<file path="config.mk">
export PLATFORM = sky130hd
export DESIGN_NAME = yaw_integrator
export DESIGN_NICKNAME = d
export VERILOG_FILES = /design/src/rtl/yaw_pkg.sv /design/src/rtl/yaw_integrator.sv
export SDC_FILE = /design/constraint.sdc
export NUM_CORES = 1
export LEC_CHECK = 0
export ABC_AREA = 1
export BUFFER_PORTS_ARGS = -buffer_cell sky130_fd_sc_hd__buf_2
export CAP_MARGIN = 20
export CORE_MARGIN = 2
export CORE_UTILIZATION = 25
export CTS_CLUSTER_SIZE = 12
export DETAILED_ROUTE_END_ITERATION = 16
export HOLD_SLACK_MARGIN = 0.06
export PLACE_DENSITY = 0.4
export SLEW_MARGIN = 15
export SYNTH_ARGS = -nofsm -noshare
export SYNTH_HDL_FRONTEND = slang
export SYNTH_SLANG_ARGS = --single-unit
</file>
<file path="constraint.sdc">
create_clock -name clk -period 14.1 [get_ports clk]
set_input_delay 4.23 -clock clk [delete_from_list [all_inputs] [get_ports clk]]
set_output_delay 4.23 -clock clk [all_outputs]
set_load 0.005 [all_outputs]
</file>
<file path="src/rtl/yaw_pkg.sv">
// Shared types, widths and helpers for the gyro yaw integrator.
// Provides the FSM state type, accumulator geometry and the 17->16 bit saturator.
package yaw_pkg;

    typedef enum logic [1:0] {
        IDLE,
        CAL,
        RUN
    } yaw_state_t;

    localparam int ACC_W      = 27;
    localparam int FUSION_INC = 512;
    localparam int HEAD_MSB   = 26;
    localparam int HEAD_LSB   = 15;

    // Clamp a 17-bit signed difference into the 16-bit signed range.
    function automatic logic signed [15:0] sat16(input logic signed [16:0] v);
        if (v[16] != v[15]) begin
            return v[16] ? 16'sh8000 : 16'sh7FFF;
        end
        return v[15:0];
    endfunction

endpackage

</file>
<file path="src/rtl/yaw_integrator.sv">
// Turns gyro Z-rate samples into a 12-bit heading: zero-rate calibration,
// offset-corrected integration while moving, and guard-rail IR nudges.
module yaw_integrator
    import yaw_pkg::*;
#(
    parameter bit FAST_SIM = 1'b1
) (
    input  logic        clk,
    input  logic        rst,
    input  logic        strt_cal,
    input  logic        vld,
    input  logic [15:0] yaw_rt,
    input  logic        moving,
    input  logic        lftIR,
    input  logic        rghtIR,
    output logic        cal_done,
    output logic        rdy,
    output logic [11:0] heading
);

    localparam int CAL_LOG = FAST_SIM ? 8 : 11;
    localparam int CNT_W   = 12;
    localparam logic [CNT_W-1:0] CAL_LAST = CNT_W'((1 << CAL_LOG) - 1);

    yaw_state_t state, state_nxt;

    logic signed [ACC_W-1:0] cal_acc;
    logic        [CNT_W-1:0] cal_cnt;
    logic signed [15:0]      offset;
    logic signed [ACC_W-1:0] heading_acc;

    logic cal_clear, cal_step, cal_last, run_step;

    logic signed [ACC_W-1:0] cal_sum;
    logic signed [16:0]      yaw_diff;
    logic signed [15:0]      yaw_comp;
    logic signed [ACC_W-1:0] rate_term;
    logic signed [ACC_W-1:0] fusion_term;
    logic signed [ACC_W-1:0] heading_sum;

    always_ff @(posedge clk) begin
        if (rst) begin
            state <= IDLE;
        end else begin
            state <= state_nxt;
        end
    end

    // A calibration request overrides everything, including a coincident sample.
    always_comb begin
        state_nxt = state;
        cal_clear = 1'b0;
        cal_step  = 1'b0;
        cal_last  = 1'b0;
        run_step  = 1'b0;
        if (strt_cal) begin
            state_nxt = CAL;
            cal_clear = 1'b1;
        end else begin
            case (state)
                IDLE: ;
                CAL: begin
                    if (vld) begin
                        cal_step = 1'b1;
                        if (cal_cnt == CAL_LAST) begin
                            cal_last  = 1'b1;
                            state_nxt = RUN;
                        end
                    end
                end
                RUN: begin
                    run_step = vld;
                end
                default: state_nxt = IDLE;
            endcase
        end
    end

    always_comb begin
        cal_sum   = cal_acc + {{(ACC_W-16){yaw_rt[15]}}, yaw_rt};
        yaw_diff  = {yaw_rt[15], yaw_rt} - {offset[15], offset};
        yaw_comp  = sat16(yaw_diff);
        rate_term = moving ? {{(ACC_W-16){yaw_comp[15]}}, yaw_comp} : '0;
        if (lftIR && !rghtIR) begin
            fusion_term = ACC_W'(FUSION_INC);
        end else if (rghtIR && !lftIR) begin
            fusion_term = ACC_W'(-FUSION_INC);
        end else begin
            fusion_term = '0;
        end
        heading_sum = heading_acc + rate_term + fusion_term;
    end

    // Offset is the floor of the sample mean; heading_acc wraps freely.
    always_ff @(posedge clk) begin
        if (rst) begin
            cal_acc     <= '0;
            cal_cnt     <= '0;
            offset      <= '0;
            heading_acc <= '0;
            cal_done    <= 1'b0;
            rdy         <= 1'b0;
        end else begin
            cal_done <= cal_last;
            rdy      <= run_step;
            if (cal_clear) begin
                cal_acc     <= '0;
                cal_cnt     <= '0;
                heading_acc <= '0;
            end
            if (cal_step) begin
                cal_acc <= cal_sum;
                cal_cnt <= cal_cnt + 1'b1;
            end
            if (cal_last) begin
                offset <= 16'(cal_sum >>> CAL_LOG);
            end
            if (run_step) begin
                heading_acc <= heading_sum;
            end
        end
    end

    assign heading = heading_acc[HEAD_MSB:HEAD_LSB];

endmodule

</file>
Yosys cells after proc, flatten, opt, wreduce, memory -nomap -nowiden. Cells that the tools add are included. W data, S select, Z words.

Add/sub/neg operators: 5. Mux-type cells: 26. Equal/unequal tests: 9. Bitwise operators: 1. Reductions and logical operators: 11.

Operator list (count): $mux W27 (6); $add A27 B27 Y27 (3); $mux W16 (3); $mux W12 (2); $sub A16 B16 Y17 (1); $add A12 B1 Y12 const B (1); $eq A12 B8 Y1 const B (1); $mux W1 (12); $ne A3 B3 Y1 const B (2); $reduce_and A3 Y1 (2); $mux W2 (2); $ne A2 B2 Y1 const B (2); $pmux W2 S2 (1); $reduce_bool A2 Y1 (2); $reduce_or A2 Y1 (2); $eq A2 B1 Y1 const B (1); $eq A2 B2 Y1 const B (1); $logic_and A1 B1 Y1 (2); $logic_not A1 Y1 (2); $logic_not A2 Y1 (1); $ne A2 B1 Y1 const B (1); $ne A1 B1 Y1 (1); $not A1 Y1 (1).

Register bits after elaboration: 86. Bits of input ports: 23. Output and inout port bits: 14. Word-level logic and storage cells: 60.

Depth between registers and ports, before layout. Gate-level depths: netlist (run 1).

Depth in word-level cells: 8. Depth in mapped cells: 33.

Least setup slack after synthesis (run 1). No wires, ideal clock.

Kind: in2reg. From: input yaw_rt[0]. To: register heading_acc[19]. Data required time: 13987 ps. Stages: 30. Setup time: 113 ps. Arrival: 7914 ps. Path buffers: 2. Path slack: 6073 ps. Cells stage by stage: inv_1 -> ha_1 -> fa_1 -> o21ai_2 -> nand2_2 -> nand2_2 -> nand2_2 -> nand2_1 -> nand2_1 -> and2_1 -> ha_1 -> buf_2 -> nand3_2 -> nand2_4 -> buf_6 -> nor2_2 -> ha_1 -> ha_1 -> inv_1 -> fa_1 -> o21ai_2 -> nand2_1 -> nand2_1 -> nand2_1 -> nand2_1 -> nand2_1 -> nand2_1 -> nand2_1 -> nand3_1 -> nand2_1.

Word-level cells in the longest chain between the ends: 8.

RTL lines: from (decl) (RTL line yaw_integrator.sv:12) `input logic [15:0] yaw_rt,`; $sub A16 B16 Y17 * (RTL line yaw_integrator.sv:81) `yaw_diff = {yaw_rt[15], yaw_rt} - {offset[15], offset};`; $mux W16 or $ne A1 B1 Y1 (tied branches) (RTL line yaw_pkg.sv:19, yaw_pkg.sv:18); $mux W16 or $mux W1 (tied branches) (RTL line yaw_pkg.sv:18) `if (v[16] != v[15]) begin`; $mux W16 * (RTL line yaw_pkg.sv:21) `return v[15:0];`; $mux W27 * (RTL line yaw_integrator.sv:83) `rate_term = moving ? {{(ACC_W-16){yaw_comp[15]}}, yaw_comp} : '0;`; $add A27 B27 Y27 * (2 in series) (RTL line yaw_integrator.sv:91) `heading_sum = heading_acc + rate_term + fusion_term;`; $mux W27 * (RTL line yaw_integrator.sv:118) `if (run_step) begin`; to (signal assigned) (RTL line yaw_integrator.sv:119) `heading_acc <= heading_sum;`; to (decl) (RTL line yaw_integrator.sv:30) `logic signed [ACC_W-1:0] heading_acc;`.

Mark *: on every way between the ends. The rest lies on a longest branch, timed or not. The select of a mux whose other input is x is not followed. A chain may end at the register's enable or synchronous reset.

Worst setup path after layout (run 1).
From: input yaw_rt[0]. To: register heading_acc[24].

The elaborated chain is that of the path after synthesis.

==> impl_metrics.env, run 1 <==
export IMPL_slew_violations=0
export IMPL_die_h_um=183
export IMPL_critical_path_max_stage_delay_ns=0.44
export IMPL_drc=0
export IMPL_syn_num_nets=1434
export IMPL_io_buffer_count=36
export IMPL_cts_hold_buf=0
export IMPL_grt_antenna_before_repair=0
export IMPL_cts_root_buf="clkbuf_16"
export IMPL_slew_headroom=0.430
export IMPL_grt_pass1_wl_mm=41.6
export IMPL_die_x_um=183
export IMPL_syn_area_per_cell_sq_um=6.12
export IMPL_cp_start_kind="primary input"
export IMPL_fin_cells=1738
export IMPL_post_cts_buffers=0
export IMPL_rsz0062_at_grt="false"
export IMPL_syn_inst=1314
export IMPL_p_leak_uw=0.00451
export IMPL_pwr_share_comb=0.245
export IMPL_floorplan_io_pins=37
export IMPL_dr_first_iter_drc_count=372
export IMPL_end_kind="flip-flop"
export IMPL_dieArea_sq_um=33600
export IMPL_period_share=0.598
export IMPL_critPathTopFamily="adder cells"
export IMPL_drive_above_1_share=0.0666
export IMPL_status="finished clean"
export IMPL_hold_viol=0
export IMPL_clockPowerShare=0.412
export IMPL_synth_seq_cells=83
export IMPL_switching_share=0.345
export IMPL_cts_resized=0
export IMPL_grt_overflow=0
export IMPL_ctsLongestPathBuffers=2
export IMPL_h_tree_depth=3
export IMPL_cts_tree="yes"
export IMPL_worst_slew_pin_slew_ns=0.855
export IMPL_wl_per_cell_um=14.5
export IMPL_core_rowCount=65
export IMPL_ant_nets=0
export IMPL_mostFrequentLayoutCells="nand2_1, inv_1, a21oi_1"
export IMPL_crit_arrival_ns=8.74
export IMPL_min_path_type="reg2reg"
export IMPL_synth_cell_types=42
export IMPL_vias_per_cell=4.52
export IMPL_ff_latch_area_sq_um=1660
export IMPL_r2r_slack_ns=9.33
export IMPL_coreArea_sq_um=31600
export IMPL_skew_ns=0.0132
export IMPL_power_frac_seq=0.343
export IMPL_cts_buffers=9
export IMPL_cp_common_cell="nand2_1"
export IMPL_ys_seq_area_frac=0.207
export IMPL_vias=7852
export IMPL_p_per_area_nw_per_um2=77.6
export IMPL_first_pass_iters=5
export IMPL_fin_tns_setup_ns=0
export IMPL_cts_sinks=83
export IMPL_synthesis_area_sq_um=8050
export IMPL_start_util=0.254
export IMPL_clk_pin_slew_ns=0.07
export IMPL_placed_area_sq_um=8570
export IMPL_path_class="in2reg"
export IMPL_insertion_delay_ns=0.37
export IMPL_gp_congestion=0.861
export IMPL_yosys_warnings=0
export IMPL_crit_buf_inv=4
export IMPL_place_inst=1723
export IMPL_design_area_sq_um=8890
export IMPL_multi_input_area_sq_um=5420
export IMPL_fin_ws_ns=5.67
export IMPL_async_reset_ff_frac=0
export IMPL_total_power_uw=690
export IMPL_power_internal_uw=452
export IMPL_layout_commonest_cell="nand2_1"
export IMPL_grt_max_degree=61
export IMPL_area_delta_synth_final_pct=10.5
export IMPL_dp_slack_ns=5.24
export IMPL_dpl_hpwl_mm=20.6
export IMPL_fmax_mhz=119
export IMPL_synth_edf_count=0
export IMPL_grt_pass1_vias=7952
export IMPL_track_usage=0.158
export IMPL_setup_viol=0
export IMPL_post_route_min_period_ns=8.43
export IMPL_slowest_stage="fa_1"
export IMPL_cp_max_fo=9
export IMPL_synthFlopType="dfxtp_1"
export IMPL_fillers=3612
export IMPL_drv_cap=0
export IMPL_peakVddDrop_v=0.0000626
export IMPL_switching_power_uw=238
export IMPL_crit_required_ns=14.41
export IMPL_antennaDiodeCount=0
export IMPL_fin_nets=1452
export IMPL_drt_total_wl_mm=25.3
## cell type report
class,instances,area share
repair buffers,40,0.0245
well taps,402,0.0566
multi-input cells,993,0.609
inverters,205,0.0865
clock buffers,10,0.0269
flip-flops and latches,83,0.187
clock inverters,5,0.00957
## cell usage after synthesis, drive strengths merged (2+ instances only)
| library cell | instances | area [sq um] |
|---|---|---|
| o21a | 4 | 30.0 |
| inv | 205 | 769 |
| nor2 | 116 | 498 |
| nand3 | 81 | 410 |
| a21boi | 3 | 22.5 |
| nand4 | 18 | 113 |
| a21o | 5 | 37.5 |
| ha | 77 | 963 |
| nand3b | 9 | 67.6 |
| nor4 | 2 | 12.5 |
| o21ai | 55 | 283 |
| dfxtp | 83 | 1660 |
| a22o | 2 | 17.5 |
| or2 | 8 | 50.1 |
| a21oi | 134 | 674 |
| a221oi | 2 | 17.5 |
| buf | 27 | 178 |
| nor3 | 4 | 20.0 |
| and2 | 7 | 43.8 |
| xor2 | 5 | 43.8 |
| fa | 20 | 400 |
| o21bai | 6 | 45.0 |
| clkbuf | 6 | 22.5 |
| nand2 | 431 | 1640 |
## sequential cells by signal, summed over array words and instances, names as in the netlist
signal,cells
rdy,1
cal_acc,24
state,2
offset,16
cal_cnt,12
cal_done,1
heading_acc,27
## per-stage QoR
step / utilization / hold slack, ns
floorplan: - / 0.422
global placement: 0.270 / 0.445
detailed placement: 0.271 / 0.446
CTS: 0.281 / 0.457
global route: 0.281 / 0.484
finish: 0.281 / 0.452
## final timing paths
path | start | endpoint | cells past startpoint
worst max-delay path | yaw_rt[0] | heading_acc[24] | 27
worst min-delay path | cal_cnt[6] | cal_cnt[6] | 1
worst max register to register | offset[0] | heading_acc[24] | 25
worst min register to register | cal_cnt[6] | cal_cnt[6] | 1
## metal layers
layer / part of all wire / up-vias / wire [um] / global-route usage
met5: 0 / - / 0 / 0
met2: 0.48 / 70 / 12000 / 0.278
met4: 0.019 / 0 / 485 / 0.0426
met3: 0.020 / 25 / 505 / 0.0244
met1: 0.48 / 3536 / 12200 / 0.201
li1: - / 4221 / - / -
## power groups by stage
stage	Clock (uW)	Combinational, uW	Sequential, uW
floorplan	0	123	242
global placement	0	170	242
detailed placement	0	170	242
CTS	296	171	237
global route	304	195	237
finish	284	169	237
## logic make-up (layout without fill, tap and decap cells)
group / after synthesis / after routing / share of synthesized area
buffers and inverters: 238 / 260 / 0.121
AOI/OAI and AO/OA: 213 / 213 / 0.142
and+or+nand+nor: 677 / 677 / 0.355
xor gates and xnor gates: 6 / 6 / 0.00653
DFF: 83 / 83 / 0.207
adders and majority gates: 97 / 97 / 0.170
Note: power is estimated with default switching activity, not from simulation.
==> run 2, diff against run 1 <==
--- a/config.mk
+++ b/config.mk
@@ -5,7 +5,7 @@
 export SDC_FILE = /design/constraint.sdc
 export NUM_CORES = 1
 export LEC_CHECK = 0
-export ABC_AREA = 1
+export ABC_AREA = 0
 export BUFFER_PORTS_ARGS = -buffer_cell sky130_fd_sc_hd__buf_2
 export CAP_MARGIN = 20
 export CORE_MARGIN = 2
==> constraint.sdc (replaced) <==
create_clock -name clk -period 8.69 [get_ports clk]
set_input_delay 2.607 -clock clk [delete_from_list [all_inputs] [get_ports clk]]
set_output_delay 2.607 -clock clk [all_outputs]
set_load 0.005 [all_outputs]
==> impl_metrics.env, run 2 <==
export IMPL_cts_buffers=9
export IMPL_synth_area_leaders="dfxtp_1, ha_1, nand2_1"
export IMPL_fmax_mhz=125
export IMPL_top_register="heading_acc"
export IMPL_switching_share=0.328
export IMPL_ys_seq_area_frac=0.238
export IMPL_cts_sinks=83
export IMPL_total_power_uw=1050
export IMPL_coreArea_sq_um=27600
export IMPL_dieArea_sq_um=29200
export IMPL_slew_violations=0
export IMPL_min_path_type="reg2reg"
export IMPL_largest_registers="heading_acc: 27 flops, cal_acc: 24 flops, offset: 16 flops"
export IMPL_fin_util=0.283
export IMPL_cts_resized=0
export IMPL_slew_headroom=0.387
export IMPL_vias=5922
export IMPL_peakVddDrop_v=0.0000849
export IMPL_cts_root_buf="clkbuf_16"
export IMPL_track_usage=0.140
export IMPL_post_cts_buffers=0
export IMPL_fin_tns_setup_ns=0
export IMPL_area_delta_synth_final_pct=12.0
export IMPL_core_rowCount=61
export IMPL_fin_cells=1251
export IMPL_cp_max_fo=15
export IMPL_crit_required_ns=8.94
export IMPL_pwr_share_comb=0.240
export IMPL_p_per_area_nw_per_um2=135
export IMPL_drc=0
export IMPL_switching_power_uw=346
export IMPL_cts_tree="yes"
export IMPL_die_x_um=171
export IMPL_h_tree_depth=3
export IMPL_place_inst=1234
export IMPL_end_kind="flip-flop"
export IMPL_power_internal_uw=709
export IMPL_fin_nets=988
export IMPL_synthesis_area_sq_um=6970
export IMPL_grt_pass1_wl_mm=31.8
export IMPL_fillers=3092
export IMPL_synth_seq_cells=83
export IMPL_power_frac_seq=0.365
export IMPL_setup_viol=0
export IMPL_synth_cell_types=71
export IMPL_cts_hold_buf=0
export IMPL_floorplan_io_pins=37
export IMPL_drive_above_1_share=0.0939
export IMPL_ctsLongestPathBuffers=2
export IMPL_layout_commonest_cell="nand2_1"
export IMPL_vias_per_cell=4.73
export IMPL_dp_slack_ns=0.380
export IMPL_clockPowerShare=0.395
export IMPL_largest_register_ffs=27
export IMPL_p_leak_uw=0.00324
export IMPL_path_class="in2reg"
export IMPL_yosys_top_cells_count="nand2_1, dfxtp_1, a21oi_1"
export IMPL_ff_latch_area_sq_um=1660
export IMPL_grt_overflow=0
export IMPL_yosys_warnings=0
export IMPL_first_pass_iters=4
export IMPL_drt_total_wl_mm=19.8
export IMPL_grt_max_degree=55
export IMPL_synthFlopType="dfxtp_1"
export IMPL_dpl_hpwl_mm=14.9
export IMPL_multi_input_area_sq_um=4970
export IMPL_synth_edf_count=0
export IMPL_io_buffer_count=36
export IMPL_wl_per_cell_um=15.9
export IMPL_syn_num_nets=973
export IMPL_ant_nets=0
export IMPL_gp_congestion=0.789
export IMPL_grt_antenna_before_repair=0
export IMPL_mostFrequentLayoutCells="nand2_1, dfxtp_1, a21oi_1"
export IMPL_syn_area_per_cell_sq_um=8.17
export IMPL_fin_ws_ns=0.719
export IMPL_crit_arrival_ns=8.22
export IMPL_syn_inst=853
export IMPL_skew_ns=0.0132
export IMPL_clk_pin_slew_ns=0.07
export IMPL_worst_slew_pin_slew_ns=0.915
export IMPL_cp_start_kind="primary input"
export IMPL_dr_first_iter_drc_count=251
export IMPL_status="finished clean"
export IMPL_post_route_min_period_ns=7.97
export IMPL_period_share=0.917
export IMPL_antennaDiodeCount=0
export IMPL_synth_most_common_cell="nand2_1"
export IMPL_insertion_delay_ns=0.36
export IMPL_netlist_area_leader_share=0.238
export IMPL_grt_pass1_vias=5806
export IMPL_synth_largest_area_cell="dfxtp_1"
export IMPL_rsz0062_at_grt="false"
export IMPL_hold_viol=0
export IMPL_start_util=0.252
export IMPL_async_reset_ff_frac=0
export IMPL_drv_cap=0
export IMPL_die_h_um=171
run 2: cell count changes after synthesis, moves of 13 or more:
cell | before | now
a21oi_1 | 133 | 82
nor2_1 | 99 | 60
nand2_1 | 426 | 119
a31oi_1 | 1 | 14
nor2_2 | 13 | 0
inv_1 | 204 | 38
xnor2_1 | 1 | 43
xor2_1 | 5 | 29
a211oi_1 | 0 | 15
o21ai_0 | 48 | 26
a21o_1 | 5 | 31
nand3_1 | 80 | 16
run 2: critical path, stage by stage:
cell	delay (ns)
buf_2	0.09
inv_1	0.04
ha_1	0.20
fa_1	0.40
nor2b_1	0.12
o21a_1	0.14
o21ai_1	0.09
a21oi_2	0.20
a21o_1	0.20
o221ai_2	0.13
nand3_1	0.09
o21ai_0	0.12
ha_1	0.36
inv_1	0.10
o31ai_1	0.07
a41oi_2	0.45
o21ai_0	0.25
fa_1	0.55
inv_1	0.04
ha_1	0.42
and3_1	0.28
o31ai_1	0.38
a31oi_1	0.21
a221oi_1	0.40
a31oi_1	0.13
o21a_1	0.13
run 2: power groups by stage:
stage          sequential [uW]  clock [uW]  combinational (uW)
2_1_floorplan              394           0                 189
6_report                   385         417                 253
5_1_grt                    386         449                 285
3_3_place_gp               394           0                 257
4_1_cts                    385         434                 256
3_5_place_dp               394           0                 255
run 2: cell families after synthesis:
| logic type | after synthesis | synth area share |
|---|---|---|
| compound gates | 251 | 0.244 |
| buf+inv | 78 | 0.0501 |
| flops | 83 | 0.238 |
| simple gates | 271 | 0.180 |
| fa+ha+maj | 97 | 0.196 |
| xor+xnor | 72 | 0.0905 |
| mux | 1 | 0.00144 |
run 2: worst paths after layout:
check | start | end | slack, ns | cells past startpoint
min | offset[4] | offset[4] | 0.46 | 2
max reg2reg | offset[1] | heading_acc[26] | 2.75 | 24
max | yaw_rt[0] | heading_acc[26] | 0.72 | 26
min reg2reg | offset[4] | offset[4] | 0.46 | 2
run 2: final cells by class:
| class | count | area share |
|---|---|---|
| multi-input cells | 692 | 0.637 |
| flip-flops and latches | 83 | 0.213 |
| well taps | 378 | 0.0606 |
| repair buffers | 44 | 0.0317 |
| clock buffers | 9 | 0.0289 |
| inverters | 38 | 0.0183 |
| clock inverters | 7 | 0.0107 |
run 2: metrics by stage:
stage	cell area (sq um)	hold WS, ns
6_report	7810	0.459
3_3_place_gp	7480	0.447
3_5_place_dp	7480	0.451
2_1_floorplan	6970	0.436
4_1_cts	7780	0.461
5_1_grt	7810	0.477
run 2: layer usage:
| metal | wire [um] | vias up | GRT usage |
|---|---|---|---|
| met5 | 0 | - | 0 |
| met4 | 183 | 0 | 0.0284 |
| met3 | 395 | 10 | 0.0248 |
| met2 | 8720 | 68 | 0.222 |
| met1 | 10500 | 2791 | 0.197 |
| li1 | - | 3053 | - |
